File: src/rtl/bsync_transmitter.sv
// bsync_transmitter: source-side BSYNC generator for the ADF4030 subsystem.
// Drives a 50 %-duty square wave with programmable half-period and start
// delay. Ratio changes take effect only at period boundaries, and a stop
// request always lets the current period finish. The rising edge of the
// returned BSYNC echo is timestamped against the internal phase counter.
module bsync_transmitter #(
  parameter int RATIO_WIDTH = 16
) (
  input  logic                   clk,
  input  logic                   rstn,
  input  logic                   enable,
  input  logic [RATIO_WIDTH-1:0] ratio,
  input  logic [RATIO_WIDTH-1:0] delay,
  input  logic                   update,
  input  logic                   bsync_echo,
  output logic                   bsync_out,
  output logic                   bsync_oe,
  output logic                   period_start,
  output logic [RATIO_WIDTH:0]   echo_delay,
  output logic                   echo_valid,
  output logic                   config_error,
  output logic [1:0]             state
);

  localparam int PW = RATIO_WIDTH + 1;

  localparam logic [RATIO_WIDTH-1:0] ZERO_R = {RATIO_WIDTH{1'b0}};
  localparam logic [RATIO_WIDTH-1:0] ONE_R  = {{(RATIO_WIDTH-1){1'b0}}, 1'b1};
  localparam logic [PW-1:0]          ZERO_P = {PW{1'b0}};
  localparam logic [PW-1:0]          ONE_P  = {{(PW-1){1'b0}}, 1'b1};

  typedef enum logic [1:0] {
    ST_IDLE  = 2'd0,
    ST_DELAY = 2'd1,
    ST_RUN   = 2'd2,
    ST_STOP  = 2'd3
  } state_t;

  // Last phase of a period for half-period r: 2*r-1, computed one bit wider
  // than r so the largest ratio cannot overflow.
  function automatic logic [PW-1:0] last_phase(input logic [RATIO_WIDTH-1:0] r);
    last_phase = {r, 1'b0} - ONE_P;
  endfunction

  // High half of the period: phase below the half-period.
  function automatic logic in_high_half(input logic [PW-1:0] ph,
                                        input logic [RATIO_WIDTH-1:0] r);
    in_high_half = (ph < {1'b0, r});
  endfunction

  // True for the states in which the waveform is being generated.
  function automatic logic is_counting(input state_t st);
    is_counting = (st == ST_RUN) || (st == ST_STOP);
  endfunction

  state_t                 state_q, state_d;
  logic [PW-1:0]          phase_q, phase_d;
  logic [RATIO_WIDTH-1:0] ratio_active_q, ratio_active_d;
  logic [RATIO_WIDTH-1:0] ratio_pend_q, ratio_pend_d;
  logic                   pend_q, pend_d;
  logic [RATIO_WIDTH-1:0] delay_l_q, delay_l_d;
  logic [RATIO_WIDTH-1:0] dcnt_q, dcnt_d;
  logic                   cfg_err_q, cfg_err_d;
  logic                   bsync_q, bsync_d;
  logic                   oe_q, oe_d;
  logic                   pstart_q, pstart_d;
  logic [PW-1:0]          echo_delay_q, echo_delay_d;
  logic                   echo_valid_q, echo_valid_d;
  logic                   echo_s1_q, echo_s2_q, echo_s3_q;
  logic                   echo_edge_q, echo_edge_d;

  logic                   wrap_s;
  logic                   active_s;
  logic                   upd_ok_s;
  logic                   upd_bad_s;
  logic                   capture_s;

  // Sequencer next state, phase/delay counters, ratio bookkeeping and sticky error.
  always_comb begin
    state_d        = state_q;
    phase_d        = phase_q;
    ratio_active_d = ratio_active_q;
    ratio_pend_d   = ratio_pend_q;
    pend_d         = pend_q;
    delay_l_d      = delay_l_q;
    dcnt_d         = dcnt_q;
    cfg_err_d      = cfg_err_q;

    wrap_s    = (phase_q == last_phase(ratio_active_q));
    active_s  = (state_q != ST_IDLE);
    upd_ok_s  = active_s && update && (ratio != ZERO_R);
    upd_bad_s = active_s && update && (ratio == ZERO_R);

    case (state_q)
      ST_IDLE: begin
        phase_d = ZERO_P;
        pend_d  = 1'b0;
        if (enable) begin
          if (ratio != ZERO_R) begin
            ratio_active_d = ratio;
            delay_l_d      = delay;
            dcnt_d         = ZERO_R;
            state_d        = ST_DELAY;
          end else begin
            cfg_err_d = 1'b1;
          end
        end else begin
          state_d = ST_IDLE;
        end
      end
      ST_DELAY: begin
        if (!enable) begin
          state_d = ST_IDLE;
        end else if (dcnt_q == delay_l_q) begin
          state_d = ST_RUN;
          phase_d = ZERO_P;
        end else begin
          dcnt_d = dcnt_q + ONE_R;
        end
      end
      ST_RUN: begin
        if (wrap_s) begin
          // A stop request seen on the last cycle ends right here, so no
          // fresh period is begun just to be stopped again.
          phase_d = ZERO_P;
          if (enable) begin
            state_d = ST_RUN;
          end else begin
            state_d = ST_IDLE;
          end
        end else begin
          phase_d = phase_q + ONE_P;
          if (enable) begin
            state_d = ST_RUN;
          end else begin
            state_d = ST_STOP;
          end
        end
      end
      ST_STOP: begin
        if (wrap_s) begin
          phase_d = ZERO_P;
          state_d = ST_IDLE;
        end else begin
          phase_d = phase_q + ONE_P;
          state_d = ST_STOP;
        end
      end
      default: begin
        state_d = ST_IDLE;
        phase_d = ZERO_P;
      end
    endcase

    // Pending ratio is committed only at the wrap, and only if it was
    // already pending before this cycle; a coincident update waits a period.
    if (is_counting(state_q) && wrap_s && pend_q) begin
      ratio_active_d = ratio_pend_q;
      pend_d         = 1'b0;
    end else begin
      ratio_active_d = ratio_active_d;
    end

    if (upd_ok_s) begin
      ratio_pend_d = ratio;
      pend_d       = 1'b1;
    end else begin
      ratio_pend_d = ratio_pend_d;
    end

    if (upd_bad_s) begin
      cfg_err_d = 1'b1;
    end else begin
      cfg_err_d = cfg_err_d;
    end
  end

  // Output pins are derived from the next state so they move on the same
  // edge as the state register.
  always_comb begin
    bsync_d  = is_counting(state_d) && in_high_half(phase_d, ratio_active_d);
    pstart_d = is_counting(state_d) && (phase_d == ZERO_P);
    oe_d     = (state_d != ST_IDLE);
  end

  // Echo edge qualification and timestamp capture.
  always_comb begin
    echo_edge_d = echo_s2_q && !echo_s3_q;
    capture_s   = echo_edge_q && is_counting(state_q);
    if (capture_s) begin
      echo_delay_d = phase_q;
      echo_valid_d = 1'b1;
    end else begin
      echo_delay_d = echo_delay_q;
      echo_valid_d = 1'b0;
    end
  end

  // State, counters, registered outputs and echo pipeline with synchronous reset.
  always_ff @(posedge clk) begin
    if (!rstn) begin
      state_q        <= ST_IDLE;
      phase_q        <= ZERO_P;
      ratio_active_q <= ZERO_R;
      ratio_pend_q   <= ZERO_R;
      pend_q         <= 1'b0;
      delay_l_q      <= ZERO_R;
      dcnt_q         <= ZERO_R;
      cfg_err_q      <= 1'b0;
      bsync_q        <= 1'b0;
      oe_q           <= 1'b0;
      pstart_q       <= 1'b0;
      echo_delay_q   <= ZERO_P;
      echo_valid_q   <= 1'b0;
      echo_s1_q      <= 1'b0;
      echo_s2_q      <= 1'b0;
      echo_s3_q      <= 1'b0;
      echo_edge_q    <= 1'b0;
    end else begin
      state_q        <= state_d;
      phase_q        <= phase_d;
      ratio_active_q <= ratio_active_d;
      ratio_pend_q   <= ratio_pend_d;
      pend_q         <= pend_d;
      delay_l_q      <= delay_l_d;
      dcnt_q         <= dcnt_d;
      cfg_err_q      <= cfg_err_d;
      bsync_q        <= bsync_d;
      oe_q           <= oe_d;
      pstart_q       <= pstart_d;
      echo_delay_q   <= echo_delay_d;
      echo_valid_q   <= echo_valid_d;
      echo_s1_q      <= bsync_echo;
      echo_s2_q      <= echo_s1_q;
      echo_s3_q      <= echo_s2_q;
      echo_edge_q    <= echo_edge_d;
    end
  end

  assign bsync_out    = bsync_q;
  assign bsync_oe     = oe_q;
  assign period_start = pstart_q;
  assign echo_delay   = echo_delay_q;
  assign echo_valid   = echo_valid_q;
  assign config_error = cfg_err_q;
  assign state        = state_q;

endmodule

File: config.mk
export PLATFORM = sky130hd
export DESIGN_NAME = bsync_transmitter
export DESIGN_NICKNAME = d
export VERILOG_FILES = /design/src/rtl/bsync_transmitter.sv
export SDC_FILE = /design/constraint.sdc
export NUM_CORES = 1
export LEC_CHECK = 0
export ABC_AREA = 1
export BUFFER_PORTS_ARGS = -buffer_cell sky130_fd_sc_hd__clkbuf_2
export CELL_PAD_IN_SITES_DETAIL_PLACEMENT = 1
export CELL_PAD_IN_SITES_GLOBAL_PLACEMENT = 2
export CORE_MARGIN = 2
export CORE_UTILIZATION = 36
export CTS_CLUSTER_SIZE = 28
export DETAILED_ROUTE_END_ITERATION = 16
export PLACE_DENSITY_LB_ADDON = 0.2
export SLEW_MARGIN = 20
export SYNTH_ARGS = -nofsm -noshare
export SYNTH_HDL_FRONTEND = slang
export SYNTH_SLANG_ARGS = --single-unit
File: constraint.sdc
create_clock -name clk -period 4.4 [get_ports clk]
set_input_delay 0.66 -clock clk [delete_from_list [all_inputs] [get_ports clk]]
set_output_delay 0.66 -clock clk [all_outputs]
set_load 0.02 [all_outputs]
==> flow_metrics.env <==
export IMPL_vias=6043
export IMPL_fin_util=0.4156
export IMPL_synth_avg_cell_area_sq_um=6.643
export IMPL_post_place_ws_ns=0.8661
export IMPL_clk_latency_ns=0.36
export IMPL_htree_levels=3
export IMPL_cts_resized=0
export IMPL_ioPinCount=61
export IMPL_grt_max_degree=55
export IMPL_avgRoutedWirePerCell_um=16.23
export IMPL_drive_above_1_share=0.1470
export IMPL_cpMaxStageDelayCell="dfxtp_1"
export IMPL_cts_tree="done"
export IMPL_root_buffer="clkbuf_16"
export IMPL_period_share=0.8023
export IMPL_drcViolationCount=0
export IMPL_drv_cap=0
export IMPL_syn_to_final_growth_pct=13.39
export IMPL_ys_types=37
export IMPL_final_min_clock_period_ns=3.530
export IMPL_critPathArrivalTime_ns=3.83
export IMPL_worst_pin_slew_ns=0.9912
export IMPL_grt_overflow=0
export IMPL_end_kind="flip-flop"
export IMPL_clkSinkCount=110
export IMPL_min_path_type="flip-flop to flip-flop"
export IMPL_vias_per_cell=4.905
export IMPL_wirelength_um=20000
export IMPL_multi_input_area_sq_um=3526
export IMPL_worstPathRequired_ns=4.70
export IMPL_cts_made_buffers=9
export IMPL_seqCellArea_sq_um=2202
export IMPL_crit_chain="inv_1 -> ha_1 -> nand2_2 -> o21ai_0 -> nand3_1 -> nand2_1 -> nand2_1 -> nor2_4 -> nand4_4 -> clkinv_4 -> nand2_1 -> o21ai_2 -> inv_2 -> ha_1 -> a21oi_1 -> o21ai_0 -> nand3_1 -> a21oi_1 -> a211oi_1 -> a21oi_1 -> nor2_1"
export IMPL_nNetsFinal=1058
export IMPL_row_count=48
export IMPL_synth_ff_type="dfxtp_1"
export IMPL_die_h_um=136.5
export IMPL_top_layer_used="met4"
export IMPL_final_common_cell="nand2_1"
export IMPL_drt_pass1_iterations=4
export IMPL_start_kind="flip-flop"
export IMPL_final_max_slew_violation_count=0
export IMPL_path_max_fanout=26
export IMPL_worstSetupPathType="flip-flop to flip-flop"
export IMPL_fin_skew_ns=0.009188
export IMPL_setup_violations=0
export IMPL_synth_edf_count=0
export IMPL_met3_length_um=665
export IMPL_dieArea_sq_um=18620
export IMPL_clk_path_buf_depth=2
export IMPL_ys_warn_count=0
export IMPL_grt_pass1_wl_um=32200
export IMPL_layout_common_cells="nand2_1, nor2_1, dfxtp_1"
export IMPL_syn_nets=1006
export IMPL_status="complete, no violations"
export IMPL_netlist_instances=951
export IMPL_clock_fmax_mhz=283.3
export IMPL_post_dp_hpwl_um=15680
export IMPL_tns_ns=0
export IMPL_synth_seq_area_share=0.3486
export IMPL_p_leak_nw=3.461
export IMPL_die_w_um=136.5
export IMPL_grt_pass1_vias=5932
export IMPL_clk_pin_slew_worst_paths_ns=0.08
export IMPL_dr_first_iter_drc_count=294
export IMPL_io_buffers=60
export IMPL_synth_seq_cells=110
export IMPL_wl_met2_um=8267
export IMPL_relSlewSlack=0.3392
export IMPL_hold_viol=0
export IMPL_postCtsSetupBuffers=0
export IMPL_fin_ws_ns=0.8699
export IMPL_antenna_found_initial=0
export IMPL_ir_drop_v=0.0001784
export IMPL_globalplace_congestion=0.8861
export IMPL_initial_core_util=0.3665
export IMPL_rsz0062_at_grt="false"
export IMPL_diodes=0
export IMPL_cpPeakStageDelay_ns=0.34
export IMPL_powerDensity_nw_per_um2=337.9
export IMPL_netlist_area_sq_um=6317
export IMPL_drtAntennaViolNets=0
export IMPL_fillers=2326
export IMPL_grt_use_total=0.2282
export IMPL_hold_buffers=0
export IMPL_core_area_sq_um=17240
export IMPL_wl_met1_um=10780
export IMPL_synthArstFlopShare=0
-- per-layer routing --
layer  track usage  vias up
li1              -     3119
met1        0.3483     2817
met4       0.06597        0
met2        0.3358       93
met3       0.02312       14
met5             0        -
-- cell usage after synthesis, types with 3 or more instances --
master / instances / area (sq um)
o21ai_0: 82 / 410.4
nand3_1: 50 / 250.2
nor2_1: 167 / 626.9
nand4_1: 11 / 68.82
nor3_1: 7 / 35.03
nor2_2: 23 / 143.9
ha_1: 18 / 225.2
xor2_1: 22 / 192.7
clkbuf_1: 23 / 86.33
inv_2: 12 / 45.04
nand2_2: 9 / 56.30
inv_1: 105 / 394.1
o21ai_2: 7 / 61.31
xnor2_1: 18 / 157.7
nor2_4: 4 / 45.04
o31ai_2: 4 / 50.05
nand2_1: 198 / 743.2
nand3b_1: 8 / 60.06
a21oi_1: 47 / 235.2
dfxtp_1: 110 / 2202
a211oi_1: 3 / 22.52
-- cell type report --
| class | count | share of cell area |
|---|---|---|
| clock buffer | 10 | 0.03336 |
| clock inverter | 5 | 0.01275 |
| inverter | 120 | 0.06358 |
| multi-input combinational | 693 | 0.4922 |
| sequential | 110 | 0.3074 |
| tap | 225 | 0.03930 |
| timing repair buffer | 69 | 0.05135 |
-- metrics by stage --
stage | power, mW | std cells | cell area (sq um) | hold slack, ns
3_5_place_dp | 1.515 | 1217 | 6833 | 0.3782
4_1_cts | 2.448 | 1232 | 7163 | 0.4015
5_1_grt | 2.549 | 1232 | 7163 | 0.4154
3_3_place_gp | 1.508 | 1217 | 6833 | 0.3731
2_1_floorplan | 1.388 | 951 | 6317 | 0.3680
6_report | 2.420 | 1232 | 7163 | 0.3970
-- state kept, by name, indices dropped and copies added, names as in the netlist --
register,cells
bsync_oe,1
bsync_out,1
config_error,1
dcnt_q,16
delay_l_q,16
echo_delay,17
echo_edge_q,1
echo_s1_q,1
echo_s2_q,1
echo_s3_q,1
echo_valid,1
pend_q,1
period_start,1
phase_q,17
ratio_active_q,16
ratio_pend_q,16
state,2
-- cell families (layout without fill, tap and decap cells) --
group | count (synthesis) | count (layout) | share of synthesized area
buf+inv | 148 | 204 | 0.09328
compound gates | 148 | 148 | 0.1287
simple gates | 486 | 486 | 0.3367
xor+xnor | 40 | 40 | 0.05546
mux | 1 | 1 | 0.001585
fa+ha+maj | 18 | 18 | 0.03565
flops | 110 | 110 | 0.3486
-- critical path, delay by kind of cell, from the launching register on --
family	cells	cell delay, ns
flip-flops	1	0.34
AND/OR/NAND/NOR	9	1.09
adder cells (fa/ha/maj)	2	0.54
buffers and inverters	3	0.45
AO/OA/AOI/OAI	7	1.01
-- final timing paths --
kind              slack [ns]          end  cells past startpoint               from
setup reg to reg        0.87    bsync_out                     21  ratio_active_q[0]
setup / recovery        0.87    bsync_out                     21  ratio_active_q[0]
hold reg to reg         0.40  echo_edge_q                      1          echo_s3_q
hold / removal          0.40  echo_edge_q                      1          echo_s3_q
-- power by group --
group	switching [mW]	internal [mW]	leakage (nW)	total, mW
combinational	0.271	0.142	2.40	0.414
sequential	0.0403	1.03	0.897	1.07
clock	0.410	0.522	0.163	0.932
Power figures use the tool's default switching activity.
